**src/rtl/seg_display_ctrl.sv**
```systemverilog
// Binary-to-BCD converting, multiplexed seven-segment display controller.
// Optional macro SEG_LEADING_ZERO_BLANK_EN blanks zero digits above the most-significant nonzero digit.
module seg_display_ctrl #(
    parameter int DIGITS      = 4,
    parameter int IN_WIDTH    = 14,
    parameter int REFRESH_DIV = 100000
) (
    input  logic                clock,
    input  logic                reset,
    input  logic [IN_WIDTH-1:0] value,
    input  logic                load,
    output logic                busy,
    output logic                overflow,
    output logic [7:0]          cathode,
    output logic [DIGITS-1:0]   anode
);

    function automatic logic [63:0] pow10(input int n);
        logic [63:0] r;
        r = 64'd1;
        for (int i = 0; i < n; i++) begin
            r = r * 64'd10;
        end
        return r;
    endfunction

    // Enough BCD digits to hold 2^IN_WIDTH-1 (log10(2) < 0.31), never fewer than the display width.
    localparam int NAT_DIGITS = (IN_WIDTH * 31) / 100 + 1;
    localparam int BCD_DIGITS = (NAT_DIGITS > DIGITS) ? NAT_DIGITS : DIGITS;
    localparam int BCD_W      = 4 * BCD_DIGITS;
    localparam int STEP_W     = $clog2(IN_WIDTH + 1);
    localparam int REF_W      = $clog2(REFRESH_DIV);
    localparam int IDX_W      = (DIGITS > 1) ? $clog2(DIGITS) : 1;
    localparam logic [63:0] LIMIT = pow10(DIGITS);

    typedef enum logic [1:0] {
        IDLE,
        SHIFT,
        COMMIT
    } state_t;

    state_t              state;
    state_t              next_state;
    logic [STEP_W-1:0]   step;
    logic [IN_WIDTH-1:0] bin;
    logic [BCD_W-1:0]    bcd;
    logic [BCD_W-1:0]    bcd_adj;
    logic                pend_ovf;
    logic [4*DIGITS-1:0] disp;
    logic [REF_W-1:0]    refresh;
    logic [IDX_W-1:0]    idx;
    logic [3:0]          digit;
    logic [7:0]          glyph;
    logic                lead_zero;

    always_ff @(posedge clock or negedge reset) begin
        if (!reset) begin
            state <= IDLE;
        end else begin
            state <= next_state;
        end
    end

    always_comb begin
        next_state = state;
        case (state)
            IDLE:    if (load) next_state = SHIFT;
            SHIFT:   if (step == STEP_W'(IN_WIDTH - 1)) next_state = COMMIT;
            COMMIT:  next_state = IDLE;
            default: next_state = IDLE;
        endcase
    end

    assign busy = (state != IDLE);

    always_comb begin
        bcd_adj = bcd;
        for (int d = 0; d < BCD_DIGITS; d++) begin
            if (bcd[4*d +: 4] >= 4'd5) begin
                bcd_adj[4*d +: 4] = bcd[4*d +: 4] + 4'd3;
            end
        end
    end

    // Overflow is judged on the captured binary value and only published at commit.
    always_ff @(posedge clock or negedge reset) begin
        if (!reset) begin
            step     <= '0;
            bin      <= '0;
            bcd      <= '0;
            pend_ovf <= 1'b0;
            disp     <= '0;
            overflow <= 1'b0;
        end else begin
            case (state)
                IDLE: begin
                    if (load) begin
                        bin      <= value;
                        bcd      <= '0;
                        step     <= '0;
                        pend_ovf <= (64'(value) >= LIMIT);
                    end
                end
                SHIFT: begin
                    bcd  <= {bcd_adj[BCD_W-2:0], bin[IN_WIDTH-1]};
                    bin  <= {bin[IN_WIDTH-2:0], 1'b0};
                    step <= step + STEP_W'(1);
                end
                COMMIT: begin
                    disp     <= bcd[4*DIGITS-1:0];
                    overflow <= pend_ovf;
                end
                default: ;
            endcase
        end
    end

    always_ff @(posedge clock or negedge reset) begin
        if (!reset) begin
            refresh <= '0;
            idx     <= '0;
        end else if (refresh == REF_W'(REFRESH_DIV - 1)) begin
            refresh <= '0;
            if (idx == IDX_W'(DIGITS - 1)) begin
                idx <= '0;
            end else begin
                idx <= idx + IDX_W'(1);
            end
        end else begin
            refresh <= refresh + REF_W'(1);
        end
    end

    always_comb begin
        anode = ~(DIGITS'(1) << idx);
        digit = disp[4*int'(idx) +: 4];
        case (digit)
            4'd0:    glyph = 8'hC0;
            4'd1:    glyph = 8'hF9;
            4'd2:    glyph = 8'hA4;
            4'd3:    glyph = 8'hB0;
            4'd4:    glyph = 8'h99;
            4'd5:    glyph = 8'h92;
            4'd6:    glyph = 8'h82;
            4'd7:    glyph = 8'hF8;
            4'd8:    glyph = 8'h80;
            4'd9:    glyph = 8'h90;
            default: glyph = 8'hFF;
        endcase
`ifdef SEG_LEADING_ZERO_BLANK_EN
        // A digit is a leading zero when it and every digit above it are zero; digit 0 always shows.
        lead_zero = (idx != '0);
        for (int i = 0; i < DIGITS; i++) begin
            if (i >= int'(idx) && disp[4*i +: 4] != 4'd0) begin
                lead_zero = 1'b0;
            end
        end
`else
        lead_zero = 1'b0;
`endif
        cathode = glyph;
        if (lead_zero) begin
            cathode = 8'hFF;
        end
        if (overflow) begin
            cathode = 8'hBF;
        end
    end

endmodule
```
**config.mk**
```make
export PLATFORM = sky130hd
export DESIGN_NAME = seg_display_ctrl
export DESIGN_NICKNAME = d
export VERILOG_FILES = /design/src/rtl/seg_display_ctrl.sv
export SDC_FILE = /design/constraint.sdc
export NUM_CORES = 1
export LEC_CHECK = 0
export ABC_CLOCK_PERIOD_IN_PS = 2400
export BUFFER_PORTS_ARGS = -buffer_cell sky130_fd_sc_hd__buf_2
export CAP_MARGIN = 20
export CORE_ASPECT_RATIO = 0.7
export CORE_MARGIN = 2
export CORE_UTILIZATION = 42
export CTS_CLUSTER_DIAMETER = 120
export CTS_CLUSTER_SIZE = 20
export DETAILED_ROUTE_END_ITERATION = 8
export PLACE_DENSITY = 0.61
export REMOVE_ABC_BUFFERS = 1
export SETUP_SLACK_MARGIN = 0.5
export SKIP_CTS_REPAIR_TIMING = 1
export SLEW_MARGIN = 10
export SYNTH_ARGS = -nofsm -noshare
export SYNTH_HDL_FRONTEND = slang
export SYNTH_SLANG_ARGS = --single-unit
export TNS_END_PERCENT = 5
```
**constraint.sdc**
```tcl
create_clock -name clock -period 2.4 [get_ports clock]
set_input_delay 0.24 -clock clock [delete_from_list [all_inputs] [get_ports clock]]
set_output_delay 0.24 -clock clock [all_outputs]
set_load 0.02 [all_outputs]
```
==> results of run 1 <==
[Yosys cell counts, drive strengths merged (2+ instances only)]
master and instances:
o31ai 9, clkbuf 7, xnor2 13, o22ai 12, and4 2, o21a 2, or2 2, nor2b 2
a21oi 8, and2 4, nor4 3, a32o 4, mux4 4, nand2 22, nor2 38, mux2i 2
nor3 2, ha 21, nand2b 7, nand4 6, o21ai 32, dfrtp 73, nand3 24, inv 23
buf 13, mux2 15, xor2 8
[flip-flops by register name, summed over array words and instances, names as in the netlist]
signal,flops
disp,16
idx,2
bcd,16
refresh,17
pend_ovf,1
step,4
state,2
bin,14
overflow,1
[cell families (layout without fill, tap and decap cells)]
group           after synthesis  in the layout  share of synthesized area [%]
flops                        73             73                           48.6
fa+ha+maj                    21             21                           6.99
other cells                   1              1                         0.0998
xor+xnor                     21             21                           4.90
simple gates                117            117                           15.4
buf+inv                      43             86                           5.23
mux                          21             21                           7.53
compound gates               70             70                           11.3
[worst min path at each step]
stage | endpoint | depth (start not counted) | from
finish | bin[0] | 3 | value[0]
global route | bin[0] | 3 | value[0]
CTS | bin[2] | 2 | reset
detailed placement | bin[0] | 2 | reset
global placement | bin[0] | 2 | reset
floorplan | bcd[0] | 0 | reset
[critical path, stage by stage (launching register included)]
cell,delay (ps)
dfrtp_2,410
mux4_2,580
buf_6,150
buf_6,110
xor2_2,140
o21a_1,190
nor2_1,100
buf_4,140
[cell type report]
cell class                 count  area, µm²
fill                         798       4120
sequential                    73       1830
multi-input combinational    251       1780
timing repair buffer          48        323
clock buffer                  13        260
tap                          120        150
inverter                      23       86.3
clock inverter                 2       37.5
[through the flow]
stage                     hold slack (ps)  util [%]
after floorplan                     -55.6         -
after global placement                298      46.7
after detailed placement              304      46.7
after CTS                           -57.1      50.2
after global routing                  187      52.0
final                                 158      52.0
[power by group]
group	switching (mW)	leakage (nW)	total, mW	internal (mW)
combinational	1.05	0.949	1.89	0.839
sequential	0.276	0.918	1.87	1.60
clock	0.481	0.142	1.34	0.856
total	1.81	2.01	5.10	3.29
[per-layer routing]
layer / GRT usage [%] / wire length (µm) / up-vias / part of all wire, %
met3: 5.69 / 239 / 11 / 3.2
met1: 24.2 / 3770 / 1302 / 51
li1: - / - / 1346 / -
met4: 4.49 / 97 / 0 / 1.3
met2: 23.8 / 3270 / 32 / 44
met5: 0 / 0 / - / 0
==> flow_metrics.tcl, run 1 <==
set metrics [dict create \
    path_class "reg -> out" \
    totalWireLength_mm 7.37 \
    hold_path_class "in -> reg" \
    pre_cts_ws_ps 199 \
    r2r-end "idx[1]" \
    worst_pin_slew_ps 806 \
    clkTransAtPathRegs_ps 50 \
    antenna_left 0 \
    overflow 0 \
    final-setup-viol-count 1 \
    path_max_fanout 5 \
    powerDensity_nw_per_um2 1140 \
    drt-initial-drc-count 169 \
    drive_above_1_share_pct 22.9 \
    crit_required_ps 2160 \
    seq_area_frac_synth_pct 48.6 \
    gp_congestion 0.802 \
    synth-seq-cells 73 \
    post-place-cells 503 \
    firstDrtPassIters 4 \
    status "finished with violations" \
    syn2layout_area_growth_pct 18.8 \
    setup_ws_ps -3.46 \
    synth_top_cell_by_area "dfrtp_1" \
    synth_area_leaders "dfrtp_1 49%, ha_1 7.0%, mux2_2 4.2%" \
    drc 0 \
    ir_worst_vdd_mv 0.437 \
    grt_usage_pct 16.7 \
    antenna_found_initial 0 \
    yosysWarnings 0 \
    cts_root_buf "clkbuf_16" \
    violations "negative setup slack" \
    period_needed_ps 2400 \
    max_slew_margin_pct 46.3 \
    drt-vias-per-instance 5.08 \
    dp_hpwl_mm 4.73 \
    die_w_um 117 \
    reg2reg_depth 5 \
    ioPinCount 31 \
    cap_viol_max_count 0 \
    wl_per_cell_um 13.9 \
    cp_data_arrival_time_ps 2160 \
    fin_crit_sh_pct 100 \
    yosys.area.top_type_share_pct 48.6 \
    avgSynthCellArea_um2 10.2 \
    cts_buffers 9 \
    placed_cell_area_um2 4010 \
    max-clock-path-buffers 2 \
    r2r_setup_slack_ps 600 \
    finalClockSkew_ps 6.09 \
    syn_inst 367 \
    worstReg2RegStart "refresh[0]" \
    antenna_cells 0 \
    design_area_um2 4470 \
    leakagePower_nw 2.01 \
    core_area_um2 8580 \
    clock-sinks 73 \
    finalSetupTns_ps -3.46 \
    drv_slew 0 \
    initial_core_util_pct 43.8 \
    total_power_mw 5.10 \
    fmax_mhz 416 \
    fin_cells 530 \
    synth_edf_count 0 \
    dieArea_um2 9730 \
    grt_pass1_wl_mm 12.7 \
    finalHoldViolCount 0 \
    htreeDepth 3 \
    cp-start-kind "register" \
    synth_ff_type "dfrtp_1" \
    vias 2691 \
    num_rows 28 \
    critPathCapture "cathode[6]" \
    tritoncts "built" \
    grt_max_degree 74 \
    die_h_um 83.1 \
    synth.distinct_cells 45 \
    cp-startpoint "idx[0]" \
    grt_setup_unrepaired "true" \
    grt_pass1_vias 2605 \
    cp-end-kind "output pin" \
    io_buffers 29 \
    clock_latency_ps 330 \
    finalNetCount 444 \
    ys_async_sr_fraction_pct 100 \
    layout_commonest_cell "dfrtp_1" \
    final_cell_mix "72 x dfrtp_1, 37 x nor2_1, 29 x o21ai_0, 24 x nand3_1, 24 x buf_2" \
    syn_area_um2 3760 \
]
Note: power is estimated with default switching activity, not from simulation.
==> run 2, diff against run 1 <==
--- a/config.mk
+++ b/config.mk
@@ -14,7 +14,6 @@
 export CTS_CLUSTER_DIAMETER = 120
 export CTS_CLUSTER_SIZE = 20
 export DETAILED_ROUTE_END_ITERATION = 8
-export PLACE_DENSITY = 0.61
 export REMOVE_ABC_BUFFERS = 1
 export SETUP_SLACK_MARGIN = 0.5
 export SKIP_CTS_REPAIR_TIMING = 1
==> run 2 against run 1 <==
  * Via count grew 1.2%
  * Combinational power shrank 4%
  * Critical endpoint is now cathode[5]
  * Clock-buffer cell count shrank 1
  * Fmax grew 2.4%
  * Highest routed layer unchanged
  * Largest power group is now sequential cells
  * Largest cell class unchanged
  * The flow now finishes without violations
==> flow_metrics.tcl, run 2 (synthesis gave the netlist of run 1 again) <==
set metrics [dict create \
    status "finished clean" \
    wl_per_cell_um 14.6 \
    path_cells "mux4_2, buf_6, o21a_1, nor2_4, o21ai_1, buf_2" \
    worst_pin_slew_ps 891 \
    finalClockSkew_ps 6.70 \
    path_delay_family "multiplexers" \
    dieArea_um2 9730 \
    holdWs_ps 155 \
    cts_root_buf "clkbuf_16" \
    period_needed_ps 2350 \
    powerDensity_nw_per_um2 1140 \
    drive_above_1_share_pct 22.2 \
    overflow 0 \
    clkTransAtPathRegs_ps 60 \
    cap_viol_max_count 0 \
    cp_num_cells 6 \
    fin_crit_sh_pct 97.8 \
    post-place-cells 503 \
    antenna_left 0 \
    io_buffers 29 \
    dp_hpwl_mm 4.83 \
    max_slew_margin_pct 40.6 \
    layout_commonest_cell "dfrtp_1" \
    cp_data_arrival_time_ps 2110 \
    grt_max_degree 74 \
    drc 0 \
    critPathCapture "cathode[5]" \
    r2r_setup_slack_ps 650 \
    path_class "reg -> out" \
    final-setup-viol-count 0 \
    antenna_cells 0 \
    initial_core_util_pct 43.8 \
    max-clock-path-buffers 2 \
    reg2reg_depth 5 \
    vias 2723 \
    die_w_um 117 \
    die_h_um 83.1 \
    core_area_um2 8580 \
    antenna_found_initial 0 \
    drt-vias-per-instance 5.15 \
    ioPinCount 31 \
    largest_reg_flops 17 \
    path_max_fanout 5 \
    clock_latency_ps 340 \
    total_power_mw 5.08 \
    finalNetCount 442 \
    worstReg2RegStart "refresh[0]" \
    slowest_delay_ps 580 \
    firstDrtPassIters 4 \
    fmax_mhz 426 \
    cp-start-kind "register" \
    totalWireLength_mm 7.73 \
    cp_slowest_cell "mux4_2" \
    ir_worst_vdd_mv 0.455 \
    r2r-end "idx[1]" \
    crit_required_ps 2160 \
    grt_setup_unrepaired "true" \
    cp-startpoint "idx[0]" \
    drt-initial-drc-count 146 \
    clock-sinks 73 \
    fin_cells 529 \
    grt_pass1_vias 2654 \
    grt_usage_pct 16.9 \
    cp-end-kind "output pin" \
    finalHoldViolCount 0 \
    hold_path_class "in -> reg" \
    worst-path-buf-inv 2 \
    filler_cell_count 787 \
    largestRegisters "refresh: 17 flops, bcd: 16 flops, disp: 16 flops" \
    tritoncts "built" \
    cts_buffers 9 \
    drv_slew 0 \
    syn2layout_area_growth_pct 18.1 \
    design_area_um2 4440 \
    leakagePower_nw 2.01 \
    placed_cell_area_um2 4010 \
    fin_util_pct 51.7 \
    htreeDepth 3 \
    final_cell_mix "72 x dfrtp_1, 37 x nor2_1, 29 x o21ai_0, 28 x buf_2, 24 x nand3_1" \
    regMostFlops "refresh" \
    num_rows 28 \
    grt_pass1_wl_mm 12.7 \
    gp_congestion 0.806 \
]
run 2: changes by cell type in the layout (fill, tap and decap cells not counted), sizes merged:
cell,before,now
mux4,4,5
buf,47,44
clkinv,0,2
clkbuf,13,12
run 2: final cells by class:
| class | instances | area, µm² | share of cell area, % |
|---|---|---|---|
| Clock inverter | 4 | 51.3 | 1.16 |
| Sequential cell | 73 | 1830 | 41.2 |
| Multi-Input combinational cell | 252 | 1780 | 40.1 |
| Inverter | 23 | 86.3 | 1.94 |
| Tap cell | 120 | 150 | 3.38 |
| Timing Repair Buffer | 45 | 287 | 6.45 |
| Clock buffer | 12 | 256 | 5.78 |
run 2: worst reg2reg max path, stage by stage (launching register included):
cell and delay, ps:
dfrtp_1 390, ha_2 210, and4_1 220, nand2_1 90
nor4_4 340, mux2_2 380
run 2: per-layer routing:
metal	vias to the layer above	GRT usage [%]	part of all wire (%)
li1	1348	-	-
met1	1323	23.2	50
met2	37	24.8	43
met3	15	6.13	4.5
met4	0	5.99	2.2
met5	-	0	0
run 2: how the worst min path moves through the flow:
stage	start	end	slack [ps]	depth (start not counted)
3_5_place_dp	reset	bcd[1]	300	2
4_1_cts	reset	bcd[1]	-60	2
5_1_grt	value[0]	bin[0]	190	3
6_report	value[0]	bin[0]	150	3
3_3_place_gp	reset	bin[11]	300	2
2_1_floorplan	reset	bcd[0]	-60	0
run 2: power breakdown:
group | total (mW) | internal [mW] | switching, mW | leakage, nW
Combinational | 1.82 | 0.786 | 1.04 | 0.942
Sequential | 1.88 | 1.60 | 0.287 | 0.918
Clock | 1.37 | 0.861 | 0.510 | 0.149
Total | 5.08 | 3.24 | 1.83 | 2.01
run 2: through the flow:
step	setup TNS (ps)	setup slack [ps]
final	0	52.8
after floorplan	0	78.9
after CTS	-435	-143
after detailed placement	0	230
after global placement	0	255
after global routing	-196	-36.5
==> run 3, diff against run 2 <==
--- a/config.mk
+++ b/config.mk
@@ -14,6 +14,7 @@
 export CTS_CLUSTER_DIAMETER = 120
 export CTS_CLUSTER_SIZE = 20
 export DETAILED_ROUTE_END_ITERATION = 8
+export GPL_TIMING_DRIVEN = 0
 export REMOVE_ABC_BUFFERS = 1
 export SETUP_SLACK_MARGIN = 0.5
 export SKIP_CTS_REPAIR_TIMING = 1
@@ -21,4 +22,4 @@
 export SYNTH_ARGS = -nofsm -noshare
 export SYNTH_HDL_FRONTEND = slang
 export SYNTH_SLANG_ARGS = --single-unit
-export TNS_END_PERCENT = 5
+export TNS_END_PERCENT = 30
==> run 3 against run 2 <==
  * Power decreased by 1.1%
  * Fmax decreased by 1.4%
  * Combinational power grew 2%
  * Final cell count is 0.95% lower
  * Routed wire length is 6.9% lower
  * Sequential power about the same
  * Via count down 3.4%
  * Critical path depth did not move
==> flow_metrics.tcl, run 3 (synthesis gave the netlist of run 1 again) <==
set metrics [dict create \
    status "finished clean" \
    leakagePower_nw 1.99 \
    placed_cell_area_um2 3980 \
    drc 0 \
    antenna_left 0 \
    largest_reg_flops 17 \
    setup_ws_ps 20.0 \
    cp-end-kind "output pin" \
    slowest_delay_ps 600 \
    ir_worst_vdd_mv 0.575 \
    io_buffers 29 \
    max-clock-path-buffers 2 \
    path_class "reg -> out" \
    finalHoldViolCount 0 \
    cp-startpoint "idx[0]" \
    dp_hpwl_mm 4.71 \
    drv_slew 0 \
    grt_usage_pct 16.6 \
    met2_length_mm 3.12 \
    dieArea_um2 9730 \
    worstReg2RegStart "refresh[0]" \
    clock_latency_ps 330 \
    p_seq_share_pct 37.3 \
    die_h_um 83.1 \
    register_area_um2 1830 \
    firstDrtPassIters 4 \
    clkTransAtPathRegs_ps 50 \
    path_cells "mux4_2, buf_6, o21a_1, nor2_4, o21ai_1, buf_4" \
    drt-initial-drc-count 180 \
    vias 2631 \
    die_w_um 117 \
    path_delay_family "multiplexers" \
    gp_congestion 0.779 \
    fin_crit_sh_pct 99.2 \
    hold_path_class "in -> reg" \
    r2r_setup_slack_ps 640 \
    reg2reg_depth 5 \
    cp_num_cells 6 \
    p_comb_share_pct 37.0 \
    path_max_fanout 5 \
    totalWireLength_mm 7.20 \
    max_slew_margin_pct 39.5 \
    fin_util_pct 51.8 \
    grt_pass1_vias 2527 \
    met3_length_um 250 \
    final-setup-viol-count 0 \
    clock-sinks 73 \
    antenna_found_initial 0 \
    multi_input_area_um2 1790 \
    design_area_um2 4440 \
    grt_pass1_wl_mm 12.5 \
    power.switching_mw 1.79 \
    core_area_um2 8580 \
    drt-vias-per-instance 5.02 \
    drive_above_1_share_pct 22.5 \
    overflow 0 \
    cts_buffers 9 \
    fin_cells 524 \
    largestRegisters "refresh: 17 flops, bcd: 16 flops, disp: 16 flops" \
    post-place-cells 497 \
    final_cell_mix "71 x dfrtp_1, 37 x nor2_1, 28 x o21ai_0, 24 x nand3_1, 24 x buf_2" \
    regMostFlops "refresh" \
    initial_core_util_pct 43.8 \
    syn2layout_area_growth_pct 18.3 \
    finalNetCount 439 \
    tritoncts "built" \
    r2r-end "idx[0]" \
    cp-start-kind "register" \
    htreeDepth 3 \
    powerDensity_nw_per_um2 1130 \
    fmax_mhz 420 \
    holdWs_ps 160 \
    grt_setup_unrepaired "true" \
    critPathCapture "cathode[3]" \
    layout_commonest_cell "dfrtp_1" \
    finalClockSkew_ps 10.9 \
    cp_slowest_cell "mux4_2" \
    grt_max_degree 48 \
    p_sw_share_pct 35.7 \
    cap_viol_max_count 0 \
    worst-path-buf-inv 2 \
    wl_met1_mm 3.78 \
    cp_data_arrival_time_ps 2140 \
    wl_per_cell_um 13.7 \
    power_frac_clock_pct 25.7 \
    cts_root_buf "clkbuf_16" \
    highest_layer "met4" \
    num_rows 28 \
    p_int_mw 3.23 \
    pre_cts_ws_ps -170 \
    finalSetupTns_ps 0 \
    filler_cell_count 805 \
    worst_pin_slew_ps 908 \
    antenna_cells 0 \
    crit_required_ps 2160 \
    total_power_mw 5.02 \
    ioPinCount 31 \
    period_needed_ps 2380 \
]
## run 3: power by group through the flow
| stage | Sequential [mW] | Clock (mW) | Combinational, mW |
|---|---|---|---|
| after floorplan | 1.81 | 0 | 1.32 |
| after global placement | 1.87 | 0 | 1.68 |
| after detailed placement | 1.89 | 0 | 1.72 |
| after CTS | 1.87 | 1.34 | 1.73 |
| after global routing | 1.93 | 1.39 | 2.10 |
| final | 1.87 | 1.29 | 1.86 |
## run 3: worst reg2reg max path, cell delays in order, from the launching register on
cell and delay, ps:
dfrtp_1 380, ha_1 220, and4_4 300, nand2_1 100
nor4_4 300, mux2_4 330
## run 3: layout make-up
class | count | share of cell area, %
multi-input combinational | 251 | 40.3
inverter | 23 | 1.94
clock buffer | 11 | 5.46
timing repair buffer | 43 | 6.76
sequential | 73 | 41.2
clock inverter | 3 | 0.957
tap | 120 | 3.38
## run 3: how the worst min path moves through the flow
stage | start | slack [ps] | depth (start not counted) | end
floorplan | reset | -60 | 0 | bcd[0]
global placement | bin[12] | 470 | 2 | bin[13]
detailed placement | reset | 200 | 1 | pend_ovf
CTS | reset | -160 | 1 | pend_ovf
global route | value[0] | 170 | 3 | bin[0]
finish | value[0] | 160 | 3 | bin[0]
## run 3: per-layer routing
metal,vias up,track usage (%)
met5,-,0
met4,0,5.45
met3,2,5.47
met2,33,22.5
met1,1262,24.7
li1,1334,-
